## src/rtl/div_ctrl_pkg.sv

```systemverilog
// rtl/div_ctrl_pkg.sv - shared types for the divider sequencer
package div_ctrl_pkg;
    typedef enum logic {DIVOP = 1'b0, REMOP = 1'b1} divider_op_t;
endpackage

```

## src/rtl/div_ctrl_if.sv

```systemverilog
// rtl/div_ctrl_if.sv - request, response and divider-side signals of div_ctrl
interface div_ctrl_if #(
    parameter int WORD_BITS = 64
) ();
    import div_ctrl_pkg::*;

    logic                 req_valid;
    logic                 req_ready;
    divider_op_t          req_op;
    logic                 req_unsign;
    logic                 req_word;
    logic [WORD_BITS-1:0] req_a;
    logic [WORD_BITS-1:0] req_b;
    logic                 flush;
    logic                 resp_valid;
    logic                 resp_ready;
    logic [WORD_BITS-1:0] resp_data;
    logic                 busy;
    logic                 div_valid;
    divider_op_t          div_op;
    logic                 div_unsign;
    logic [WORD_BITS-1:0] div_a;
    logic [WORD_BITS-1:0] div_b;
    logic                 div_done;
    logic [WORD_BITS-1:0] div_c;

    modport slave (
        input  req_valid, req_op, req_unsign, req_word, req_a, req_b, flush,
               resp_ready, div_done, div_c,
        output req_ready, resp_valid, resp_data, busy,
               div_valid, div_op, div_unsign, div_a, div_b
    );

    modport master (
        output req_valid, req_op, req_unsign, req_word, req_a, req_b, flush,
               resp_ready, div_done, div_c,
        input  req_ready, resp_valid, resp_data, busy,
               div_valid, div_op, div_unsign, div_a, div_b
    );
endinterface

```

## src/rtl/div_ctrl.sv

```systemverilog
// rtl/div_ctrl.sv - execute-stage sequencer for the shared iterative divider
// Optional result cache enabled by defining DIV_RESULT_CACHE_EN.
module div_ctrl
    import div_ctrl_pkg::*;
#(
    parameter int WORD_BITS = 64,
    parameter int HALF_BITS = 32
) (
    input logic       clk,
    input logic       resetn,
    div_ctrl_if.slave bus
);
    localparam int EXT_BITS = WORD_BITS - HALF_BITS;

    typedef enum logic [2:0] {IDLE, ISSUE, WAIT, CAPT, RESP, DRAIN} state_t;

    state_t               state_q, state_d;
    divider_op_t          op_q;
    logic                 unsign_q, word_q, drain_q;
    logic [WORD_BITS-1:0] a_q, b_q, resp_q;
    logic [WORD_BITS-1:0] ext_a, ext_b, min_neg, fast_data, hit_data;
    logic                 accept, by_zero, overflow, hit;

    function automatic logic [WORD_BITS-1:0] extend(input logic [WORD_BITS-1:0] v,
                                                    input logic word, input logic unsign);
        if (!word) return v;
        if (unsign) return {{EXT_BITS{1'b0}}, v[HALF_BITS-1:0]};
        return {{EXT_BITS{v[HALF_BITS-1]}}, v[HALF_BITS-1:0]};
    endfunction

    function automatic logic [WORD_BITS-1:0] shape(input logic [WORD_BITS-1:0] v,
                                                   input logic word);
        return word ? {{EXT_BITS{v[HALF_BITS-1]}}, v[HALF_BITS-1:0]} : v;
    endfunction

    always_comb begin
        ext_a     = extend(bus.req_a, bus.req_word, bus.req_unsign);
        ext_b     = extend(bus.req_b, bus.req_word, bus.req_unsign);
        min_neg   = bus.req_word ? {{(EXT_BITS+1){1'b1}}, {(HALF_BITS-1){1'b0}}}
                                 : {1'b1, {(WORD_BITS-1){1'b0}}};
        by_zero   = (ext_b == '0);
        overflow  = !bus.req_unsign && (ext_b == '1) && (ext_a == min_neg);
        accept    = (state_q == IDLE) && bus.req_valid && !bus.flush;
        // Architectural results for the cases the divider never sees
        if (by_zero) fast_data = (bus.req_op == DIVOP) ? '1 : ext_a;
        else         fast_data = (bus.req_op == DIVOP) ? ext_a : '0;
        fast_data = shape(fast_data, bus.req_word);
    end

`ifdef DIV_RESULT_CACHE_EN
    logic                 c_valid, c_unsign, c_word, from_div_q;
    divider_op_t          c_op;
    logic [WORD_BITS-1:0] c_a, c_b, c_data;

    always_comb begin
        hit = c_valid && (c_op == bus.req_op) && (c_unsign == bus.req_unsign) &&
              (c_word == bus.req_word) && (c_a == ext_a) && (c_b == ext_b);
        hit_data = c_data;
    end

    always_ff @(posedge clk) begin
        if (!resetn) begin
            c_valid    <= 1'b0;
            c_op       <= DIVOP;
            c_unsign   <= 1'b0;
            c_word     <= 1'b0;
            c_a        <= '0;
            c_b        <= '0;
            c_data     <= '0;
            from_div_q <= 1'b0;
        end else begin
            if (accept) from_div_q <= 1'b0;
            else if (state_q == CAPT) from_div_q <= 1'b1;
            // Only a divider result the consumer actually took is remembered
            if (state_q == RESP && bus.resp_ready && !bus.flush && from_div_q) begin
                c_valid  <= 1'b1;
                c_op     <= op_q;
                c_unsign <= unsign_q;
                c_word   <= word_q;
                c_a      <= a_q;
                c_b      <= b_q;
                c_data   <= resp_q;
            end
        end
    end
`else
    always_comb begin
        hit      = 1'b0;
        hit_data = '0;
    end
`endif

    always_comb begin
        state_d = state_q;
        case (state_q)
            IDLE:  if (accept) state_d = (by_zero || overflow || hit) ? RESP : ISSUE;
            ISSUE: state_d = bus.flush ? IDLE : WAIT;
            WAIT:  if (bus.flush) state_d = DRAIN;
                   else if (bus.div_done) state_d = CAPT;
            CAPT:  state_d = bus.flush ? IDLE : RESP;
            RESP:  if (bus.flush || bus.resp_ready) state_d = IDLE;
            DRAIN: if (drain_q) state_d = IDLE;
            default: state_d = IDLE;
        endcase
    end

    always_ff @(posedge clk) begin
        if (!resetn) begin
            state_q  <= IDLE;
            op_q     <= DIVOP;
            unsign_q <= 1'b0;
            word_q   <= 1'b0;
            a_q      <= '0;
            b_q      <= '0;
            resp_q   <= '0;
            drain_q  <= 1'b0;
        end else begin
            state_q <= state_d;
            if (accept) begin
                op_q     <= bus.req_op;
                unsign_q <= bus.req_unsign;
                word_q   <= bus.req_word;
                a_q      <= ext_a;
                b_q      <= ext_b;
                if (by_zero || overflow) resp_q <= fast_data;
                else if (hit)            resp_q <= hit_data;
            end
            if (state_q == CAPT && !bus.flush) resp_q <= shape(bus.div_c, word_q);
            // drain_q marks that div_done was seen; the following cycle retires the stale div_c
            if (state_q == WAIT && bus.flush) drain_q <= bus.div_done;
            else if (state_q == DRAIN)        drain_q <= !drain_q && bus.div_done;
            else                              drain_q <= 1'b0;
        end
    end

    assign bus.req_ready  = (state_q == IDLE);
    assign bus.resp_valid = (state_q == RESP);
    assign bus.resp_data  = resp_q;
    assign bus.busy       = (state_q != IDLE);
    assign bus.div_valid  = (state_q == ISSUE) && !bus.flush;
    assign bus.div_op     = op_q;
    assign bus.div_unsign = unsign_q;
    assign bus.div_a      = a_q;
    assign bus.div_b      = b_q;
endmodule

```

## src/flat_wrapper.sv

```systemverilog
// flat-port wrapper written by rule: the top's interface ports become plain ports
module div_ctrl_flat import div_ctrl_pkg::*;
#(
    parameter int WORD_BITS = 64,
    parameter int HALF_BITS = 32
)
  (clk, resetn, bus_req_valid, bus_req_op, bus_req_unsign, bus_req_word, bus_req_a, bus_req_b, bus_flush, bus_resp_ready, bus_div_done, bus_div_c, bus_req_ready, bus_resp_valid, bus_resp_data, bus_busy, bus_div_valid, bus_div_op, bus_div_unsign, bus_div_a, bus_div_b);
  div_ctrl_if #(.WORD_BITS(WORD_BITS)) bus_i ();
  input logic clk;
  input logic resetn;
  input wire logic [$bits(bus_i.req_valid)-1:0] bus_req_valid;
  input wire logic [$bits(bus_i.req_op)-1:0] bus_req_op;
  input wire logic [$bits(bus_i.req_unsign)-1:0] bus_req_unsign;
  input wire logic [$bits(bus_i.req_word)-1:0] bus_req_word;
  input wire logic [$bits(bus_i.req_a)-1:0] bus_req_a;
  input wire logic [$bits(bus_i.req_b)-1:0] bus_req_b;
  input wire logic [$bits(bus_i.flush)-1:0] bus_flush;
  input wire logic [$bits(bus_i.resp_ready)-1:0] bus_resp_ready;
  input wire logic [$bits(bus_i.div_done)-1:0] bus_div_done;
  input wire logic [$bits(bus_i.div_c)-1:0] bus_div_c;
  output wire logic [$bits(bus_i.req_ready)-1:0] bus_req_ready;
  output wire logic [$bits(bus_i.resp_valid)-1:0] bus_resp_valid;
  output wire logic [$bits(bus_i.resp_data)-1:0] bus_resp_data;
  output wire logic [$bits(bus_i.busy)-1:0] bus_busy;
  output wire logic [$bits(bus_i.div_valid)-1:0] bus_div_valid;
  output wire logic [$bits(bus_i.div_op)-1:0] bus_div_op;
  output wire logic [$bits(bus_i.div_unsign)-1:0] bus_div_unsign;
  output wire logic [$bits(bus_i.div_a)-1:0] bus_div_a;
  output wire logic [$bits(bus_i.div_b)-1:0] bus_div_b;
  assign bus_i.req_valid = bus_req_valid;
  assign bus_i.req_op = bus_req_op;
  assign bus_i.req_unsign = bus_req_unsign;
  assign bus_i.req_word = bus_req_word;
  assign bus_i.req_a = bus_req_a;
  assign bus_i.req_b = bus_req_b;
  assign bus_i.flush = bus_flush;
  assign bus_i.resp_ready = bus_resp_ready;
  assign bus_i.div_done = bus_div_done;
  assign bus_i.div_c = bus_div_c;
  assign bus_req_ready = bus_i.req_ready;
  assign bus_resp_valid = bus_i.resp_valid;
  assign bus_resp_data = bus_i.resp_data;
  assign bus_busy = bus_i.busy;
  assign bus_div_valid = bus_i.div_valid;
  assign bus_div_op = bus_i.div_op;
  assign bus_div_unsign = bus_i.div_unsign;
  assign bus_div_a = bus_i.div_a;
  assign bus_div_b = bus_i.div_b;
  div_ctrl #(.WORD_BITS(WORD_BITS), .HALF_BITS(HALF_BITS)) u_core (.clk(clk), .resetn(resetn), .bus(bus_i));
endmodule
```

## config.mk

```make
export PLATFORM = sky130hd
export DESIGN_NAME = div_ctrl_flat
export DESIGN_NICKNAME = d
export VERILOG_FILES = /design/src/rtl/div_ctrl_pkg.sv /design/src/rtl/div_ctrl_if.sv /design/src/rtl/div_ctrl.sv /design/src/flat_wrapper.sv
export SDC_FILE = /design/constraint.sdc
export NUM_CORES = 1
export LEC_CHECK = 0
export ABC_AREA = 0
export CAP_MARGIN = 20
export CORE_AREA = 3 3 155 157
export CTS_CLUSTER_DIAMETER = 30
export CTS_CLUSTER_SIZE = 25
export DETAILED_ROUTE_END_ITERATION = 10
export DIE_AREA = 0 0 158 160
export PLACE_DENSITY = 0.76
export SLEW_MARGIN = 30
export SYNTH_ARGS = -nofsm -noshare
export SYNTH_HDL_FRONTEND = slang
export SYNTH_SLANG_ARGS = --single-unit
export TNS_END_PERCENT = 1
```

## constraint.sdc

```tcl
create_clock -name clk -period 6.5 [get_ports clk]
set_input_delay 0.65 -clock clk [delete_from_list [all_inputs] [get_ports clk]]
set_output_delay 0.65 -clock clk [all_outputs]
set_load 0.005 [all_outputs]
```

# ---- Word level (Yosys, flattened, before mapping)
# Cells that the tools add are included.
dict set report totals {
  regBits 199
  latchBits 0
  mem_bits_rw 0
  rom_bits 0
  input_bits 201
  output_inout_bits 198
  wordCells 69
  memories 0
}
dict set report op_classes {
  addsub 0
  mul 0
  div_mod_pow 0
  n_lt_le_gt_ge 0
  eq_ne 11
  shifts 0
  mux 30
  bitwise 0
  n_reduce_logical 20
}
# operator n
set op_table {}
lappend op_table {{64-bit 2-to-1 mux} 16}
lappend op_table {{64-bit equality test} 1}
lappend op_table {{64-bit equality test (second input constant)} 1}
lappend op_table {{64-bit logical NOT} 1}
lappend op_table {{63-bit 2-to-1 mux} 1}
lappend op_table {{3-bit 2-to-1 mux} 7}
lappend op_table {{3-bit case mux with 6 select lines} 1}
lappend op_table {{1-bit logical AND} 8}
lappend op_table {{3-bit by 2-bit equality test with 1-bit output (second input constant)} 2}
lappend op_table {{3-bit equality test (second input constant)} 2}
lappend op_table {{2-bit by 1-bit inequality test with 1-bit output (second input constant)} 3}
lappend op_table {{1-bit 2-to-1 mux} 4}
lappend op_table {{4-bit AND reduction} 1}
lappend op_table {{2-bit nonzero test} 2}
lappend op_table {{3-bit by 1-bit equality test with 1-bit output (second input constant)} 1}
lappend op_table {{1-bit logical NOT} 3}
lappend op_table {{3-bit logical NOT} 1}
lappend op_table {{3-bit inequality test (second input constant)} 1}
lappend op_table {{3-bit nonzero test} 1}
lappend op_table {{1-bit logical OR} 2}
lappend op_table {{2-bit 2-to-1 mux} 1}
lappend op_table {{2-bit AND reduction} 1}

# ---- Longest topological paths before layout
dict set report depth {
  ltp_word 11
  depth_mapped 10
  mapped_depth_nobuf 7
}

# ---- Worst setup path after synthesis
# OpenSTA, ideal clock, no wires.
dict set report synth_path {
  kind {input -> register}
  from {in bus_req_a[16]}
  to {reg u_core.resp_q[16] (netlist: u_core.bus.resp_data[16])}
  setup_time_ns 0.123
  t_arrival_ns 3.198
  t_required_ns 6.377
  setup_slack_ns 3.179
  cell_stages 7
  path_cell_list {or4_1 -> or4_1 -> or4_4 -> nor4_2 -> o21ai_1 -> clkbuf_1 -> a221o_2}
}
dict set report synth_via {
  elab_chain_cells 10
}
# item line_no
set synth_lines {}
lappend synth_lines {{from (decl)} flat_wrapper.sv:15} ;# input wire logic [$bits(bus_i.req_a)-1:0] bus_req_a;
lappend synth_lines {{64-bit 2-to-1 mux} div_ctrl.sv:26} ;# if (!word) return v;
lappend synth_lines {{64-bit 2-to-1 mux} div_ctrl.sv:27} ;# if (unsign) return {{EXT_BITS{1'b0}}, v[HALF_BITS-1:0]};
lappend synth_lines {{64-bit 2-to-1 mux} div_ctrl.sv:28} ;# return {{EXT_BITS{v[HALF_BITS-1]}}, v[HALF_BITS-1:0]};
lappend synth_lines {{64-bit 2-to-1 mux (*)} div_ctrl.sv:27}
lappend synth_lines {{parallel branches: the longest is 6 deep, another holds 64-bit equality test} -}
lappend synth_lines {{to (signal assigned)} div_ctrl.sv:125} ;# if (by_zero || overflow) resp_q <= fast_data;
lappend synth_lines {{to (signal assigned)} div_ctrl.sv:126} ;# else if (hit) resp_q <= hit_data;
lappend synth_lines {{to (signal assigned)} div_ctrl.sv:128} ;# if (state_q == CAPT && !bus.flush) resp_q <= shape(bus.div_c, word_q);
lappend synth_lines {{to (decl)} div_ctrl.sv:20} ;# logic [WORD_BITS-1:0] a_q, b_q, resp_q;
# Every way passes the cells marked *. The select of a mux whose other input is x is not followed.
# A chain may end at the register's enable or synchronous reset.

# ---- Worst setup path after layout
dict set report layout_path {
  from {in bus_req_a[17]}
  to {reg u_core.resp_q[43] (netlist: u_core.bus.resp_data[43])}
}
dict set report layout_via {
  elab_chain_cells 9
}
# item line_no
set layout_lines {}
lappend layout_lines {{64-bit 2-to-1 mux} div_ctrl.sv:26}
lappend layout_lines {{64-bit 2-to-1 mux} div_ctrl.sv:27}
lappend layout_lines {{64-bit 2-to-1 mux} div_ctrl.sv:28}
lappend layout_lines {{64-bit 2-to-1 mux (*)} div_ctrl.sv:27}
lappend layout_lines {{64-bit equality test (*)} div_ctrl.sv:42} ;# overflow = !bus.req_unsign && (ext_b == '1) && (ext_a == min_neg);
lappend layout_lines {{1-bit logical AND (*)} div_ctrl.sv:42}
lappend layout_lines {{1-bit logical OR (*)} div_ctrl.sv:125}
lappend layout_lines {{2-bit nonzero test (no line) (*)} -}
lappend layout_lines {{2-bit AND reduction (no line) (*)} -}
# Mark *: on every way between the ends. The rest lies on a longest branch, timed or not. The select of a mux whose other input is x is not followed.

==> flow_summary.json <==
{
  "syn_inst": 1111,
  "die_x_um": 158,
  "synth-edff-count": 0,
  "synth_top_area_cell": "dfxtp_1",
  "cts_resized": 0,
  "grt_max_degree": 93,
  "die_y_um": 160,
  "synth_cell_types": 51,
  "slew_headroom": 0.3634,
  "maxCapViolCount": 0,
  "dp.cells": 1709,
  "netlist_area_mm2": 0.008556,
  "path_cells": "clkdlybuf4s50_1 > or4_1 > or4_1 > or4_4 > or4_4 > a31oi_4 > nand2_1 > o21ai_1",
  "grtUsageTotal": 0.2616,
  "r2r_start": "u_core.state_q[0]",
  "hold_buffers": 0,
  "path_class": "input port to flop",
  "cp_max_fo": 32,
  "tns_ns": 0,
  "nets": 1645,
  "reg2reg_depth": 6,
  "ys_ff_latch": 199,
  "hold_path_startpoint": "u_core.bus.resp_data[61]",
  "yosysWarnings": 0,
  "drt_iter0_drc": 649,
  "grt-ovfl-total": 0,
  "io_pins": 399,
  "syn_to_final_growth_pct": 54.14,
  "dr.pass1.iters": 5,
  "dieArea_mm2": 0.02528,
  "antenna_found_initial": 1,
  "start_util": 0.3779,
  "cp.buffers_inverters": 1,
  "synthFlopType": "dfxtp_1",
  "status": "complete, no violations",
  "post_cts.repair.setup_buffers": 0,
  "min_path_type": "flop to flop",
  "endpoint_kind": "flop",
  "finClkSkew_ns": 0.01828,
  "slew_violations": 0,
  "vdd_drop_max_mv": 0.1273,
  "dpl.hpwl_mm": 25.39,
  "crit_cells": 8,
  "worst_slack_ns": 2.422,
  "ff2ff_setup_slack_ns": 3.30,
  "startpoint": "bus_req_a[17]",
  "hold_violations": 0,
  "cp.required_ns": 6.86,
  "layout_min_cycle_time_ns": 4.078,
  "pre_cts_ws_ns": 2.003,
  "setup_viol": 0,
  "vias": 9476,
  "cts_tree": "done",
  "rows": 55,
  "stdcell_count": 1742,
  "r2r-end": "u_core.bus.resp_data[0]",
  "synth.top_cell.area_share": 0.4656,
  "place_congestion": 0.8676,
  "drtAntennaViolNets": 0,
  "ys_seq_area_frac": 0.4656,
  "port-buffer-count": 398,
  "crit_path_end": "u_core.bus.resp_data[43]",
  "grt_pass1_wl_mm": 52.01,
  "h-tree-depth": 4,
  "root_buffer": "clkbuf_16",
  "wl_per_cell_um": 19.98,
  "worst_path_max_delay_cell": "a31oi_4",
  "worst_pin_slew_ns": 0.9513,
  "cts_buffer_depth": 2,
  "clock-sinks": 199,
  "drt-total-wl_mm": 34.80,
  "synth_nets": 1312,
  "avgSynthCellArea_um2": 7.701,
  "grt_pass1_vias": 9097,
  "fin_crit_sh": 0.6274,
  "critPathArrivalTime_ns": 4.44,
  "drive_above_1_share": 0.04187,
  "clkTransAtPathRegs_ns": 0.08,
  "drcViolationCount": 0,
  "async_reset_ff_frac": 0,
  "rsz0062_at_grt": "false",
  "start_kind": "input port",
  "clk_latency_ns": 0.43,
  "cts_made_buffers": 17,
  "synthTopCellsByArea": "dfxtp_1, a21oi_1, nand2_1",
  "coreArea_mm2": 0.02264,
  "fmax_ghz": 0.2452,
  "cpLargestDelayFamily": "simple AND/OR/NAND/NOR gates",
  "p_leak_nw": 4.521,
  "p_per_area_mw_per_mm2": 217.6,
  "n_antenna_cell": 0,
  "critical-path-max-stage-delay_ns": 0.78,
  "viasPerCell": 5.440
}
[cell families (layout without fill, tap and decap cells)]
kind of cell	count (synthesis)	in the layout	synth area share
XOR/XNOR	2	2	0.002048
adder cells (fa/ha/maj)	2	2	0.002340
AO/OA/AOI/OAI	375	375	0.2597
buffers and inverters	133	479	0.06361
AND/OR/NAND/NOR	400	400	0.2066
flip-flops	199	199	0.4656
[routing by layer]
layer  global-route usage  vias to the layer above  routed length, um
li1                     -                     4586                  -
met1               0.3070                     4416              13810
met2               0.4501                      407              16810
met3              0.08401                       65               3126
met4              0.08447                        2               1037
met5                    0                        -                 13
[tightest hold or removal path, delay by kind of cell (launching register included)]
| family | cells | cell delay [ns] |
|---|---|---|
| and+or+nand+nor | 1 | 0.05 |
| AOI/OAI and AO/OA | 1 | 0.05 |
| DFF | 1 | 0.31 |
[cell usage after synthesis (2+ instances only)]
| cell | number |
|---|---|
| nand3_1 | 6 |
| a221o_2 | 3 |
| and3_1 | 2 |
| buf_6 | 5 |
| or4_4 | 2 |
| a22oi_1 | 11 |
| nor2_1 | 87 |
| nor4b_1 | 2 |
| nor3_1 | 5 |
| nor3b_1 | 2 |
| a21oi_1 | 186 |
| nand2b_1 | 3 |
| o21ai_1 | 40 |
| a211oi_1 | 62 |
| nor4_1 | 30 |
| maj3_1 | 2 |
| nand4_1 | 18 |
| and3b_1 | 2 |
| a31oi_1 | 3 |
| nand2_1 | 223 |
| clkbuf_1 | 87 |
| and4_1 | 3 |
| o211ai_1 | 4 |
| inv_1 | 36 |
| o21ai_0 | 40 |
| a221o_1 | 17 |
| or4_1 | 3 |
| nor2b_1 | 5 |
| dfxtp_1 | 199 |
| buf_2 | 2 |
[registers in the layout, summed over array words and instances (netlist names)]
signal and flops:
u_core.bus.div_unsign 1, u_core.bus.div_b 64, u_core.word_q 1, u_core.drain_q 1, u_core.bus.resp_data 64, u_core.bus.div_op 1
u_core.bus.div_a 64, u_core.state_q 3
[how the worst min path moves through the flow]
stage | cells past startpoint | slack, ns | endpoint
6_report | 2 | 0.44 | u_core.bus.resp_data[61]
2_1_floorplan | 2 | 0.44 | u_core.bus.resp_data[33]
4_1_cts | 2 | 0.45 | u_core.bus.resp_data[61]
3_3_place_gp | 2 | 0.43 | u_core.bus.resp_data[33]
5_1_grt | 2 | 0.47 | u_core.bus.resp_data[55]
3_5_place_dp | 2 | 0.44 | u_core.bus.resp_data[61]
[placed cells by master, fill, tap and decap left out, types with 3 or more instances in the layout]
master / n
or4_1: 3
o21ai_0: 40
inv_1: 35
o21ai_1: 39
o211ai_1: 4
nand2_1: 222
nor2_1: 87
clkdlybuf4s50_1: 398
a221o_2: 3
dfxtp_1: 198
nor2b_1: 5
nor3_1: 5
clkbuf_16: 17
a221o_1: 17
clkinv_4: 3
a21oi_1: 184
and4_1: 3
nand3_1: 6
nor4_1: 30
a211oi_1: 62
a31oi_1: 3
clkinv_8: 3
a22oi_1: 11
buf_4: 10
nand4_1: 18
inv_6: 4
nand2b_1: 3
[where the power goes]
| part | switching [mW] | internal [mW] | total [mW] |
|---|---|---|---|
| Combinational | 0.242 | 0.274 | 0.516 |
| Clock | 0.527 | 0.513 | 1.04 |
| Sequential | 0.0358 | 1.28 | 1.31 |
[metrics by stage]
step	power [mW]	utilization	hold WS [ns]	instance area (um2)
after floorplan	1.526	-	0.4417	8556
after global placement	1.850	0.5565	0.4312	12600
after detailed placement	1.856	0.5566	0.4379	12600
after CTS	2.894	0.5818	0.4475	13170
after global routing	2.983	0.5825	0.4670	13190
final	2.869	0.5825	0.4426	13190
[cell type report]
type                            count  area, um2
Fill cell                        2076       9453
Timing Repair Buffer              410       4081
Multi-Input combinational cell    779       4053
Sequential cell                   199       3985
Clock buffer                       19      432.9
Tap cell                          285      356.6
Inverter                           37      141.4
Clock inverter                     13      137.6
No activity file was read; power rests on OpenSTA's default activity.
